## config.mk

```make
export PLATFORM = sky130hd
export DESIGN_NAME = gpio_pad_ctrl
export DESIGN_NICKNAME = d
export VERILOG_FILES = /design/src/rtl/gpio_pad_pkg.sv /design/src/rtl/gpio_pad_ctrl_in_filter.sv /design/src/rtl/gpio_pad_ctrl.sv
export SDC_FILE = /design/constraint.sdc
export NUM_CORES = 1
export LEC_CHECK = 0
export BUFFER_PORTS_ARGS = -buffer_cell sky130_fd_sc_hd__clkbuf_2
export CAP_MARGIN = 40
export CORE_UTILIZATION = 55
export DETAILED_ROUTE_END_ITERATION = 6
export HOLD_SLACK_MARGIN = 0.1
export PLACE_DENSITY = 0.87
export RECOVER_POWER = 50
export SLEW_MARGIN = 20
export SYNTH_ARGS = -nofsm -noshare
export SYNTH_HDL_FRONTEND = slang
export SYNTH_SLANG_ARGS = --single-unit
```

## constraint.sdc

```tcl
create_clock -name clk -period 1.9 [get_ports clk]
set_clock_uncertainty 0.1 [all_clocks]
set_input_delay 0.38 -clock clk [delete_from_list [all_inputs] [get_ports clk]]
set_output_delay 0.38 -clock clk [all_outputs]
set_load 0.1 [all_outputs]
```

## src/rtl/gpio_pad_pkg.sv

```systemverilog
// -----------------------------------------------------------------------------
// gpio_pad_pkg
//
// Shared constants for the GPIO pad controller bank:
//   - register index map (ADDR_DOUT .. ADDR_IRQ_STAT) and register count NREG
//   - default debounce length and debounce counter width
//
// Optional build macro used by the bank: GPIO_DEBOUNCE_EN (input debounce).
// -----------------------------------------------------------------------------
package gpio_pad_pkg;

  // Register indices, sized to match reg_addr so case items compare cleanly.
  localparam logic [3:0] ADDR_DOUT     = 4'd0;
  localparam logic [3:0] ADDR_OEN      = 4'd1;
  localparam logic [3:0] ADDR_ODM      = 4'd2;
  localparam logic [3:0] ADDR_OSM      = 4'd3;
  localparam logic [3:0] ADDR_PUE      = 4'd4;
  localparam logic [3:0] ADDR_PDE      = 4'd5;
  localparam logic [3:0] ADDR_IEN      = 4'd6;
  localparam logic [3:0] ADDR_DIN      = 4'd7;
  localparam logic [3:0] ADDR_IRQ_EN   = 4'd8;
  localparam logic [3:0] ADDR_IRQ_POL  = 4'd9;
  localparam logic [3:0] ADDR_IRQ_STAT = 4'd10;

  // Number of implemented registers; indices NREG..15 read as zero.
  localparam int NREG = 11;

  // Debounce defaults: DB_CYCLES must stay within 1 .. 2**DBW-1.
  localparam int DB_CYCLES_DEF = 16;
  localparam int DBW_DEF       = 8;

endpackage : gpio_pad_pkg

```

## src/rtl/gpio_pad_ctrl_in_filter.sv

```systemverilog
// -----------------------------------------------------------------------------
// gpio_in_filter
//
// Per-pin input conditioning for the GPIO bank:
//   pad_y -> 2-flop synchronizer -> (optional debounce) -> din -> din_q
// and edge detection between din and its one-cycle-delayed copy.
//
// Build option: GPIO_DEBOUNCE_EN
//   defined   : din only follows sync after sync has differed from din for
//               DB_CYCLES consecutive cycles (per-pin DBW-bit counter).
//   undefined : din = sync (2-cycle latency from pad_y).
//
// Ports:
//   clk, rst_n : bank clock, asynchronous active-low reset
//   pad_y      : raw pad input, asynchronous to clk
//   din        : filtered input level
//   rise, fall : single-cycle edge pulses on din (combinational from flops)
// -----------------------------------------------------------------------------
module gpio_in_filter #(
  parameter int DB_CYCLES = 16,
  parameter int DBW       = 8
) (
  input  logic clk,
  input  logic rst_n,
  input  logic pad_y,
  output logic din,
  output logic rise,
  output logic fall
);

  logic sync_q1;
  logic sync_q2;
  logic din_q;

  // Two-stage synchronizer; pad_y has no timing relationship to clk.
  always_ff @(posedge clk or negedge rst_n) begin
    if (!rst_n) begin
      sync_q1 <= 1'b0;
      sync_q2 <= 1'b0;
    end else begin
      sync_q1 <= pad_y;
      sync_q2 <= sync_q1;
    end
  end

`ifdef GPIO_DEBOUNCE_EN
  localparam logic [DBW-1:0] DB_LAST = DBW'(DB_CYCLES - 1);

  logic [DBW-1:0] cnt_q;
  logic           din_r;

  // The counter measures how long sync has disagreed with din. Any cycle of
  // agreement restarts the count, so short glitches never reach din.
  always_ff @(posedge clk or negedge rst_n) begin
    if (!rst_n) begin
      cnt_q <= '0;
      din_r <= 1'b0;
    end else if (sync_q2 != din_r) begin
      if (cnt_q == DB_LAST) begin
        din_r <= sync_q2;
        cnt_q <= '0;
      end else begin
        cnt_q <= cnt_q + DBW'(1);
      end
    end else begin
      cnt_q <= '0;
    end
  end

  assign din = din_r;
`else
  assign din = sync_q2;
`endif

  always_ff @(posedge clk or negedge rst_n) begin
    if (!rst_n) begin
      din_q <= 1'b0;
    end else begin
      din_q <= din;
    end
  end

  assign rise = din & ~din_q;
  assign fall = ~din & din_q;

endmodule : gpio_in_filter

```

## src/rtl/gpio_pad_ctrl.sv

```systemverilog
// -----------------------------------------------------------------------------
// gpio_pad_ctrl
//
// Core-side controller for NPIN bidirectional mux pads. Holds the register
// file, encodes per-pin pad controls (A, OE, OD, OS, PU, PD, IE), samples pad Y
// through one gpio_in_filter per pin and raises a registered level interrupt.
//
// Build option: GPIO_DEBOUNCE_EN enables the input debounce in gpio_in_filter.
//
// Register bus: reg_we is a single-cycle write strobe; reg_addr/reg_wdata are
// sampled on the clk edge where reg_we=1, with no back-pressure (always
// accepted). reg_rdata is combinational from reg_addr.
//
// Ports:
//   clk, rst_n             : bank clock, asynchronous active-low reset
//   reg_we/addr/wdata      : register write interface
//   reg_rdata              : register read data
//   pad_a/oe/od/os/pu/pd/ie: registered pad controls, one bit per pin
//   pad_y                  : pad inputs, asynchronous to clk
//   irq                    : registered level interrupt
// -----------------------------------------------------------------------------
module gpio_pad_ctrl
  import gpio_pad_pkg::*;
#(
  parameter int NPIN      = 8,
  parameter int DB_CYCLES = DB_CYCLES_DEF,
  parameter int DBW       = DBW_DEF
) (
  input  logic            clk,
  input  logic            rst_n,
  input  logic            reg_we,
  input  logic [3:0]      reg_addr,
  input  logic [NPIN-1:0] reg_wdata,
  output logic [NPIN-1:0] reg_rdata,
  output logic [NPIN-1:0] pad_a,
  output logic [NPIN-1:0] pad_oe,
  output logic [NPIN-1:0] pad_od,
  output logic [NPIN-1:0] pad_os,
  output logic [NPIN-1:0] pad_pu,
  output logic [NPIN-1:0] pad_pd,
  output logic [NPIN-1:0] pad_ie,
  input  logic [NPIN-1:0] pad_y,
  output logic            irq
);

  // ---------------------------------------------------------------------------
  // Register file
  // ---------------------------------------------------------------------------
  logic [NPIN-1:0] dout_q;
  logic [NPIN-1:0] oen_q;
  logic [NPIN-1:0] odm_q;
  logic [NPIN-1:0] osm_q;
  logic [NPIN-1:0] pue_q;
  logic [NPIN-1:0] pde_q;
  logic [NPIN-1:0] ien_q;
  logic [NPIN-1:0] irq_en_q;
  logic [NPIN-1:0] irq_pol_q;
  logic [NPIN-1:0] irq_stat_q;

  logic [NPIN-1:0] din;
  logic [NPIN-1:0] rise;
  logic [NPIN-1:0] fall;
  logic [NPIN-1:0] stat_set;
  logic [NPIN-1:0] stat_clr;

  // Plain read/write registers. DIN, IRQ_STAT and unmapped indices are not
  // written here.
  always_ff @(posedge clk or negedge rst_n) begin
    if (!rst_n) begin
      dout_q    <= '0;
      oen_q     <= '0;
      odm_q     <= '0;
      osm_q     <= '0;
      pue_q     <= '0;
      pde_q     <= '0;
      ien_q     <= '0;
      irq_en_q  <= '0;
      irq_pol_q <= '0;
    end else if (reg_we) begin
      case (reg_addr)
        ADDR_DOUT:    dout_q    <= reg_wdata;
        ADDR_OEN:     oen_q     <= reg_wdata;
        ADDR_ODM:     odm_q     <= reg_wdata;
        ADDR_OSM:     osm_q     <= reg_wdata;
        ADDR_PUE:     pue_q     <= reg_wdata;
        ADDR_PDE:     pde_q     <= reg_wdata;
        ADDR_IEN:     ien_q     <= reg_wdata;
        ADDR_IRQ_EN:  irq_en_q  <= reg_wdata;
        ADDR_IRQ_POL: irq_pol_q <= reg_wdata;
        default: ;
      endcase
    end
  end

  // ---------------------------------------------------------------------------
  // Interrupt status: W1C, with a same-cycle set taking priority over clear.
  // Disabling IRQ_EN masks new sets and irq, but leaves pending status alone.
  // ---------------------------------------------------------------------------
  assign stat_clr = (reg_we && (reg_addr == ADDR_IRQ_STAT)) ? reg_wdata : '0;
  assign stat_set = irq_en_q & ((irq_pol_q & rise) | (~irq_pol_q & fall));

  always_ff @(posedge clk or negedge rst_n) begin
    if (!rst_n) begin
      irq_stat_q <= '0;
      irq        <= 1'b0;
    end else begin
      irq_stat_q <= (irq_stat_q & ~stat_clr) | stat_set;
      irq        <= |(irq_stat_q & irq_en_q);
    end
  end

  // ---------------------------------------------------------------------------
  // Pad encoding. ODM and OSM both set is meaningless, so it falls back to
  // push-pull; conflicting pulls resolve to pull-up.
  // ---------------------------------------------------------------------------
  always_ff @(posedge clk or negedge rst_n) begin
    if (!rst_n) begin
      pad_a  <= '0;
      pad_oe <= '0;
      pad_od <= '0;
      pad_os <= '0;
      pad_pu <= '0;
      pad_pd <= '0;
      pad_ie <= '0;
    end else begin
      pad_a  <= dout_q;
      pad_oe <= oen_q;
      pad_od <= odm_q & ~osm_q;
      pad_os <= osm_q & ~odm_q;
      pad_pu <= pue_q;
      pad_pd <= pde_q & ~pue_q;
      pad_ie <= ien_q;
    end
  end

  // ---------------------------------------------------------------------------
  // Input path: one filter per pin. A pad with IE low drives Y=0 itself, so
  // no gating by IEN is needed here.
  // ---------------------------------------------------------------------------
  for (genvar i = 0; i < NPIN; i++) begin : g_pin
    gpio_in_filter #(
      .DB_CYCLES (DB_CYCLES),
      .DBW       (DBW)
    ) u_filter (
      .clk   (clk),
      .rst_n (rst_n),
      .pad_y (pad_y[i]),
      .din   (din[i]),
      .rise  (rise[i]),
      .fall  (fall[i])
    );
  end

  // ---------------------------------------------------------------------------
  // Read mux
  // ---------------------------------------------------------------------------
  always_comb begin
    reg_rdata = '0;
    case (reg_addr)
      ADDR_DOUT:     reg_rdata = dout_q;
      ADDR_OEN:      reg_rdata = oen_q;
      ADDR_ODM:      reg_rdata = odm_q;
      ADDR_OSM:      reg_rdata = osm_q;
      ADDR_PUE:      reg_rdata = pue_q;
      ADDR_PDE:      reg_rdata = pde_q;
      ADDR_IEN:      reg_rdata = ien_q;
      ADDR_DIN:      reg_rdata = din;
      ADDR_IRQ_EN:   reg_rdata = irq_en_q;
      ADDR_IRQ_POL:  reg_rdata = irq_pol_q;
      ADDR_IRQ_STAT: reg_rdata = irq_stat_q;
      default:       reg_rdata = '0;
    endcase
  end

endmodule : gpio_pad_ctrl

```

; ---- Word level (Yosys, flattened, before mapping)
; Index checks and enable logic that the tools add are counted.
; W data, S select, Z words.
[op_classes]
add_sub_neg = 0
multipliers = 0
div = 0
order_cmp = 0
eq_ne = 10
shift = 0
n_mux = 2
bitwise_logic = 47
n_reduce_logical = 12
[ops]
columns = op, n
row1 = $pmux W8 S11, 1
row2 = $and A8 B8 Y8, 8
row3 = $not A8 Y8, 5
row4 = $reduce_and A2 Y1, 9
row5 = $and A1 B1 Y1, 16
row6 = $eq A4 B3 Y1 const B, 4
row7 = $not A1 Y1, 16
row8 = $or A8 B8 Y8, 2
row9 = $eq A4 B4 Y1 const B, 3
row10 = $eq A4 B2 Y1 const B, 2
row11 = $mux W8, 1
row12 = $reduce_or A8 Y1, 1
row13 = $eq A4 B1 Y1 const B, 1
row14 = $logic_not A4 Y1, 1
row15 = $logic_and A1 B1 Y1, 1
[word_totals]
regBits = 161
latch_bits = 0
ramBits = 0
romBits = 0
in_bits = 23
output_inout_bits = 65
memories = 0

; ---- Depth between registers and ports, before layout
; Gate-level depths: netlist of run 1.
[logic_depth]
ltp_word = 6
ltp_mapped = 7
mapped_depth_nobuf = 4

; ---- Modules after synthesis
; From an unflattened synthesis of run 1, not the netlist that was laid out.
[unflattened]
cells_unflattened = 455
hier_area_um2 = 6363.6
[by_module_without_submodules]
columns = mod, instances, cells_per_inst, area_per_inst_um2, seq_area_each_um2
row1 = gpio_pad_ctrl, 1, 415, 5642.9, 3428.3
row2 = gpio_in_filter, 8, 5, 90.1, 75.1

; ---- Worst setup path before layout of run 1
; Ideal clock, no wire load.
[synth_path]
kind = in2out
startpoint = input port reg_addr[3]
endpoint = output port reg_rdata[2]
arrival_ns = 3.167
slack_ns = -1.747
cell_stages = 4
path_cell_list = buf_4 > nor3b_2 > a221oi_1 > o21ai_0
[synth_between]
elab_chain_len = 2
[synth_lines]
columns = element, line
row1 = "start, declared", gpio_pad_ctrl.sv:32  ; input logic [3:0] reg_addr,
row2 = $eq A4 B4 Y1 (tied with other cells), gpio_pad_ctrl.sv:159  ; case (reg_addr)
row3 = $pmux W8 S11 *, gpio_pad_ctrl.sv:159
row4 = "end, declared", gpio_pad_ctrl.sv:34  ; output logic [NPIN-1:0] reg_rdata,
; Mark *: on every way between the ends. The rest lies on a longest branch, timed or not.

; ---- Worst setup path in the final report of run 1
[layout_path]
startpoint = register pde_q[5]
endpoint = output port reg_rdata[5]
[layout_between]
elab_chain_len = 1
[layout_lines]
columns = element, line
row1 = "start, declared", gpio_pad_ctrl.sv:54  ; logic [NPIN-1:0] pde_q;
row2 = "start signal, assigned", gpio_pad_ctrl.sv:86  ; ADDR_PDE: pde_q <= reg_wdata;
row3 = $pmux W8 S11, gpio_pad_ctrl.sv:159
; Every way passes these cells.

==> flow_summary.toml, run 1 <==
[synthesis]
synthTopCellsByArea = "dfrtp_1 (64%), mux2_2 (14%), nor2b_1 (2.8%)"
async_flop_share = 1.00
avgSynthCellArea_sq_um = 13.8
dominantRegCellSynth = "dfrtp_1"
synth_edf_count = 0
netlist_area_sq_um = 6290
synth_top_cell_area_share = 0.641
synth.most_common_cell = "dfrtp_1"
synthesis.nets = 480
ys_warn_count = 0
ys_seq_area_frac = 0.641
synthCells = 457
ys_types = 45
synth_area_leader_cell = "dfrtp_1"
synthTopCellsByCount = "dfrtp_1 (161), mux2_2 (76), nand2_1 (32)"
ys_ff_latch = 161

[final_layout]
final_cell_count_no_fill = 795
drive_above_1_share = 0.478
layout.nets = 665
fin_area_sq_um = 8640
utilization = 0.787
antenna_cells = 0
nFillCells = 584
area_growth_pct = 37.5

[drt]
via_count = 4814
routed_wl_um = 17800
top_layer = "met4"
drt_first_pass_iters = 5
m1WireLength_um = 6680
remaining_drc_errors = 0
drtAntennaViolNets = 0
wire_per_inst_um = 22.4
viasPerCell = 6.06
route.met2.wl_um = 8750
drt_iter0_drc = 473
wl_met3_um = 1670

[critical_path]
cp.arrival_ns = 2.01
crit_type = "flop to output port"
worst_setup_path_start_kind = "flop"
critPathCaptureType = "output port"
path_max_fanout = 3
required_ns = 1.42
cp_slowest_cell = "a222oi_1"
crit_buf_inv = 2
cp_slowest_stage_delay_ns = 0.45
path_cells = "a22o_1, a222oi_1, buf_4, o221ai_4, buf_12"
cp_top_family = "compound AO/OA/AOI/OAI gates"

[die]
die_w_um = 109
rows = 38
initial_core_util = 0.572
io_pins = 88
core_sq_um = 11000
fp.dieH_um = 109
die-area_sq_um = 11900

[place]
gp_congestion = 1.01
dpl_cell_area_sq_um = 7650
portBuffers = 87
placedCellCount = 734
hpwl_um = 10600

[timing]
period_share = 1.31
setup_slack_ns = -0.592
rsz0062_at_grt = "yes"
slew_headroom = 0.443
period_minus_slack_ns = 2.49
max_freq_mhz = 401
hold_violations = 0
tns_ns = -3.62
final-max-slew-violation-count = 0
setup_viol_count_final = 8
worstMarginPinSlew_ns = 0.836

[grt]
grt_first_pass_wirelength_um = 26000
grt_overflow = 0
grt_usage = 0.307
grt_pass1_vias = 4709
grt_max_degree = 56
antenna_found_initial = 0

[clocking]
cts_root_buffer = "clkbuf_16"
htree_num_levels = 4
cts_buffers = 17
cts_tree = "yes"
clock-sinks = 161
cts.reportedPaths.clkPinSlew_ns = 0.06
cts_buffer_depth = 2
clk_latency_ns = 0.44

[worst_hold_path]
hp-class = "flop to flop"

[pwr]
p_leak_uw = 0.00403
p_total_uw = 12600
cellPowerDensity_nw_per_um2 = 1460
peakVddDrop_mv = 1.21

[flow_run]
cap_violations = 0

[run_status]
violations = "setup timing"
outcome = "finished with violations"
-- per-stage QoR --
step / worst slack (ns) / hold WS (ns)
5_1_grt: -0.628 / 0.250
3_5_place_dp: -0.439 / 0.176
3_3_place_gp: -0.363 / 0.175
2_1_floorplan: -0.974 / -0.0156
4_1_cts: -0.485 / 0.233
6_report: -0.592 / 0.247
-- cell families (layout without fill, tap and decap cells) --
| family | after synthesis | after routing | share of synthesized area |
|---|---|---|---|
| AO/OA/AOI/OAI | 74 | 74 | 0.0860 |
| AND/OR/NAND/NOR | 112 | 112 | 0.104 |
| buffers and inverters | 25 | 223 | 0.0187 |
| multiplexers | 85 | 85 | 0.150 |
| flip-flops | 161 | 161 | 0.641 |
-- state kept, by name, summed over array words and instances (netlist names) --
name and count:
dout_q 8, g_pin.u_filter.din 8, g_pin.u_filter.din_q 8, g_pin.u_filter.sync_q1 8, ien_q 8, irq 1
irq_en_q 8, irq_pol_q 8, irq_stat_q 8, odm_q 8, oen_q 8, osm_q 8
pad_a 8, pad_ie 8, pad_od 8, pad_oe 8, pad_os 8, pad_pd 8
pad_pu 8, pde_q 8, pue_q 8
-- cell type report --
class	count	area (sq um)	share of cell area
multi-input cells	271	2320	0.269
inverters	2	7.51	0.000868
clock inverters	11	176	0.0204
clock buffers	21	470	0.0544
repair buffers	189	1460	0.169
well taps	140	175	0.0203
flip-flops and latches	161	4030	0.466
-- report_power, final --
part | switching [uW] | total (uW) | internal [uW]
clock network | 1370 | 3690 | 2310
logic | 3160 | 4250 | 1090
registers | 554 | 4700 | 4140
-- routing by layer --
layer,GRT usage,vias to the layer above
met4,0.172,0
li1,-,2016
met3,0.0765,66
met1,0.389,2399
met2,0.485,333
met5,0,-
-- layout by cell type (no fill, tap or decap), types with 3 or more instances in the layout --
| master | Yosys | routed |
|---|---|---|
| dfrtp_1 | 161 | 161 |
| o21ai_1 | 0 | 3 |
| nand4_1 | 3 | 3 |
| nor2b_1 | 28 | 25 |
| dlygate4sd3_1 | 0 | 9 |
| nor2_1 | 15 | 12 |
| a21oi_2 | 0 | 3 |
| and3_1 | 4 | 3 |
| a22oi_1 | 9 | 9 |
| clkbuf_16 | 0 | 17 |
| nor2b_4 | 1 | 3 |
| buf_12 | 0 | 17 |
| clkbuf_2 | 0 | 76 |
| clkbuf_1 | 1 | 9 |
| nor2_4 | 2 | 3 |
| o21ai_0 | 15 | 11 |
| mux2i_1 | 9 | 7 |
| nor2_2 | 1 | 3 |
| bufinv_16 | 0 | 4 |
| clkinv_4 | 0 | 3 |
| nand3b_1 | 6 | 6 |
| mux2_2 | 76 | 75 |
| clkbuf_4 | 0 | 7 |
| a32oi_1 | 3 | 3 |
| buf_4 | 3 | 64 |
| clkbuf_8 | 0 | 4 |
| a21oi_1 | 7 | 4 |
| buf_6 | 0 | 5 |
| nand3_1 | 7 | 7 |
| a22o_1 | 15 | 15 |
| nand2_1 | 32 | 32 |
-- repair_timing --
action                                  4_1_cts  5_1_grt
hold buffers                                  9        0
gates resized for setup                      20       16
pin swaps                                     8        8
setup buffers                                 8       12
endpoints found under the setup margin        8        8
hold endpoints to repair                    153        0
-- path summary, 6_finish.rpt --
| kind | start | endpoint | slack [ns] | cells after the start |
|---|---|---|---|---|
| hold reg to reg | g_pin[0].u_filter.sync_q1$_DFF_PN0_ | g_pin[0].u_filter.din$_DFF_PN0_ | 0.25 | 0 |
| max in group asynchronous | rst_n | pad_pd[2]$_DFF_PN0_ | 0.38 | 3 |
| hold / removal | g_pin[0].u_filter.sync_q1$_DFF_PN0_ | g_pin[0].u_filter.din$_DFF_PN0_ | 0.25 | 0 |
| setup / recovery | pde_q[5]$_DFFE_PN0P_ | reg_rdata[5] | -0.59 | 5 |
| setup reg to reg | irq_en_q[5]$_DFFE_PN0P_ | irq$_DFF_PN0_ | 0.67 | 3 |
| min in group asynchronous | rst_n | g_pin[6].u_filter.sync_q1$_DFF_PN0_ | 0.48 | 2 |
Power figures use the tool's default switching activity.
==> run 2, diff against run 1 <==
--- a/config.mk
+++ b/config.mk
@@ -10,8 +10,9 @@
 export CORE_UTILIZATION = 55
 export DETAILED_ROUTE_END_ITERATION = 6
 export HOLD_SLACK_MARGIN = 0.1
-export PLACE_DENSITY = 0.87
+export PLACE_DENSITY = 0.8
 export RECOVER_POWER = 50
+export REMOVE_ABC_BUFFERS = 1
 export SLEW_MARGIN = 20
 export SYNTH_ARGS = -nofsm -noshare
 export SYNTH_HDL_FRONTEND = slang
==> flow_summary.toml, run 2 (synthesis gave the netlist of run 1 again) <==
[drt]
drtAntennaViolNets = 0
remaining_drc_errors = 0
drt_iter0_drc = 260
wl_met3_um = 817
drt_first_pass_iters = 5
m1WireLength_um = 6860
via_count = 4491
top_layer = "met4"
viasPerCell = 5.68
wire_per_inst_um = 20.3
routed_wl_um = 16100
route.met2.wl_um = 7980

[grt]
grt_usage = 0.299
antenna_found_initial = 0
grt_overflow = 0
grt_first_pass_wirelength_um = 25400
grt_max_degree = 39
grt_pass1_vias = 4683

[place]
gp_congestion = 0.893
portBuffers = 87
placedCellCount = 740
hpwl_um = 10900
dpl_cell_area_sq_um = 7610

[timing]
max_freq_mhz = 424
setup_slack_ns = -0.459
setup_viol_count_final = 8
hold_violations = 0
worstMarginPinSlew_ns = 0.993
final-max-slew-violation-count = 0
rsz0062_at_grt = "yes"
period_minus_slack_ns = 2.36
period_share = 1.24
slew_headroom = 0.338

[critical_path]
r2r_cells = 5
cp_slowest_stage_delay_ns = 0.42
critPathCaptureType = "output port"
r2r_slack_ns = 0.71
worst_setup_path_start_kind = "flop"
crit_type = "flop to output port"
crit-reg2reg-launch = "g_pin[6].u_filter.din$_DFF_PN0_"
required_ns = 1.42
cp_slowest_cell = "a222oi_1"
crit_buf_inv = 1
rr_endpoint = "irq_stat_q[6]$_DFF_PN0_"
path_cells = "a22o_1, a222oi_1, o221ai_2, buf_12"
cp.arrival_ns = 1.88
cp_top_family = "compound AO/OA/AOI/OAI gates"
path_max_fanout = 2

[worst_hold_path]
holdPathEnd = "g_pin[3].u_filter.din$_DFF_PN0_"
hold_depth = 0
hp-class = "flop to flop"
hp-start = "g_pin[3].u_filter.sync_q1$_DFF_PN0_"

[final_layout]
layout_common_cells = "dfrtp_1 (161), clkbuf_2 (76), mux2_2 (73)"
nFillCells = 658
fin_area_sq_um = 8410
antenna_cells = 0
final_common_cell = "dfrtp_1"
area_growth_pct = 33.8
layout.nets = 663
drive_above_1_share = 0.456
final_cell_count_no_fill = 791

[pwr]
cellPowerDensity_nw_per_um2 = 1440
p_leak_uw = 0.00392
peakVddDrop_mv = 1.02

[die]
die_w_um = 109
fp.dieH_um = 109
core_sq_um = 11000
rows = 38
die-area_sq_um = 11900
io_pins = 88
initial_core_util = 0.572

[clocking]
cts_tree = "yes"
cts_root_buffer = "clkbuf_16"
clock-sinks = 161
htree_num_levels = 4
cts_buffer_depth = 2
cts.reportedPaths.clkPinSlew_ns = 0.06
cts_buffers = 17
clk_latency_ns = 0.43

[run_status]
violations = "setup timing"
outcome = "finished with violations"

[flow_run]
cap_violations = 0
run 2: repair_timing:
item / CTS / global route
hold buffers: 9 / 0
pin swaps: 13 / 4
setup buffers: 9 / 3
endpoints found under the hold margin: 65 / 0
endpoints found under the setup margin: 8 / 8
resized for setup: 25 / 9
run 2: how the worst max path moves through the flow:
stage,startpoint,end,slack (ns),depth (start not counted)
final,pde_q[5]$_DFFE_PN0P_,reg_rdata[5],-0.46,4
after global routing,pde_q[5]$_DFFE_PN0P_,reg_rdata[5],-0.48,4
after CTS,pde_q[5]$_DFFE_PN0P_,reg_rdata[5],-0.47,4
after detailed placement,reg_addr[0],reg_rdata[0],-0.55,6
after global placement,reg_addr[2],reg_rdata[5],-0.51,6
after floorplan,reg_addr[1],reg_rdata[2],-1.57,3
run 2: area by class of cell:
| type | instances | area [sq um] | share of cell area |
|---|---|---|---|
| clock buffer | 20 | 457 | 0.0543 |
| clock inverter | 10 | 113 | 0.0134 |
| inverter | 2 | 7.51 | 0.000892 |
| multi-input combinational | 271 | 2270 | 0.269 |
| sequential | 161 | 4030 | 0.479 |
| tap | 140 | 175 | 0.0208 |
| timing repair buffer | 187 | 1370 | 0.162 |
run 2: power by group:
| part | leakage [uW] | internal [uW] | switching [uW] |
|---|---|---|---|
| clock network | 0.000266 | 1980 | 1330 |
| registers | 0.00195 | 4140 | 507 |
| logic | 0.00170 | 1050 | 3100 |
run 2: stage by stage:
| step | utilization | power [uW] | worst slack (ns) | TNS (ns) | hold slack (ns) |
|---|---|---|---|---|---|
| after floorplan | - | 7560 | -1.57 | -7.17 | -0.0156 |
| after global placement | 0.693 | 8600 | -0.506 | -12.75 | 0.206 |
| after detailed placement | 0.693 | 8710 | -0.548 | -15.77 | 0.218 |
| after CTS | 0.768 | 12100 | -0.469 | -2.97 | 0.248 |
| after global routing | 0.766 | 12500 | -0.485 | -3.45 | 0.249 |
| final | 0.766 | 12100 | -0.459 | -2.87 | 0.244 |
run 2: metal layers:
layer	global-route usage	up-vias
met3	0.0723	33
met5	0	-
li1	-	2015
met4	0.133	0
met1	0.392	2288
met2	0.473	155
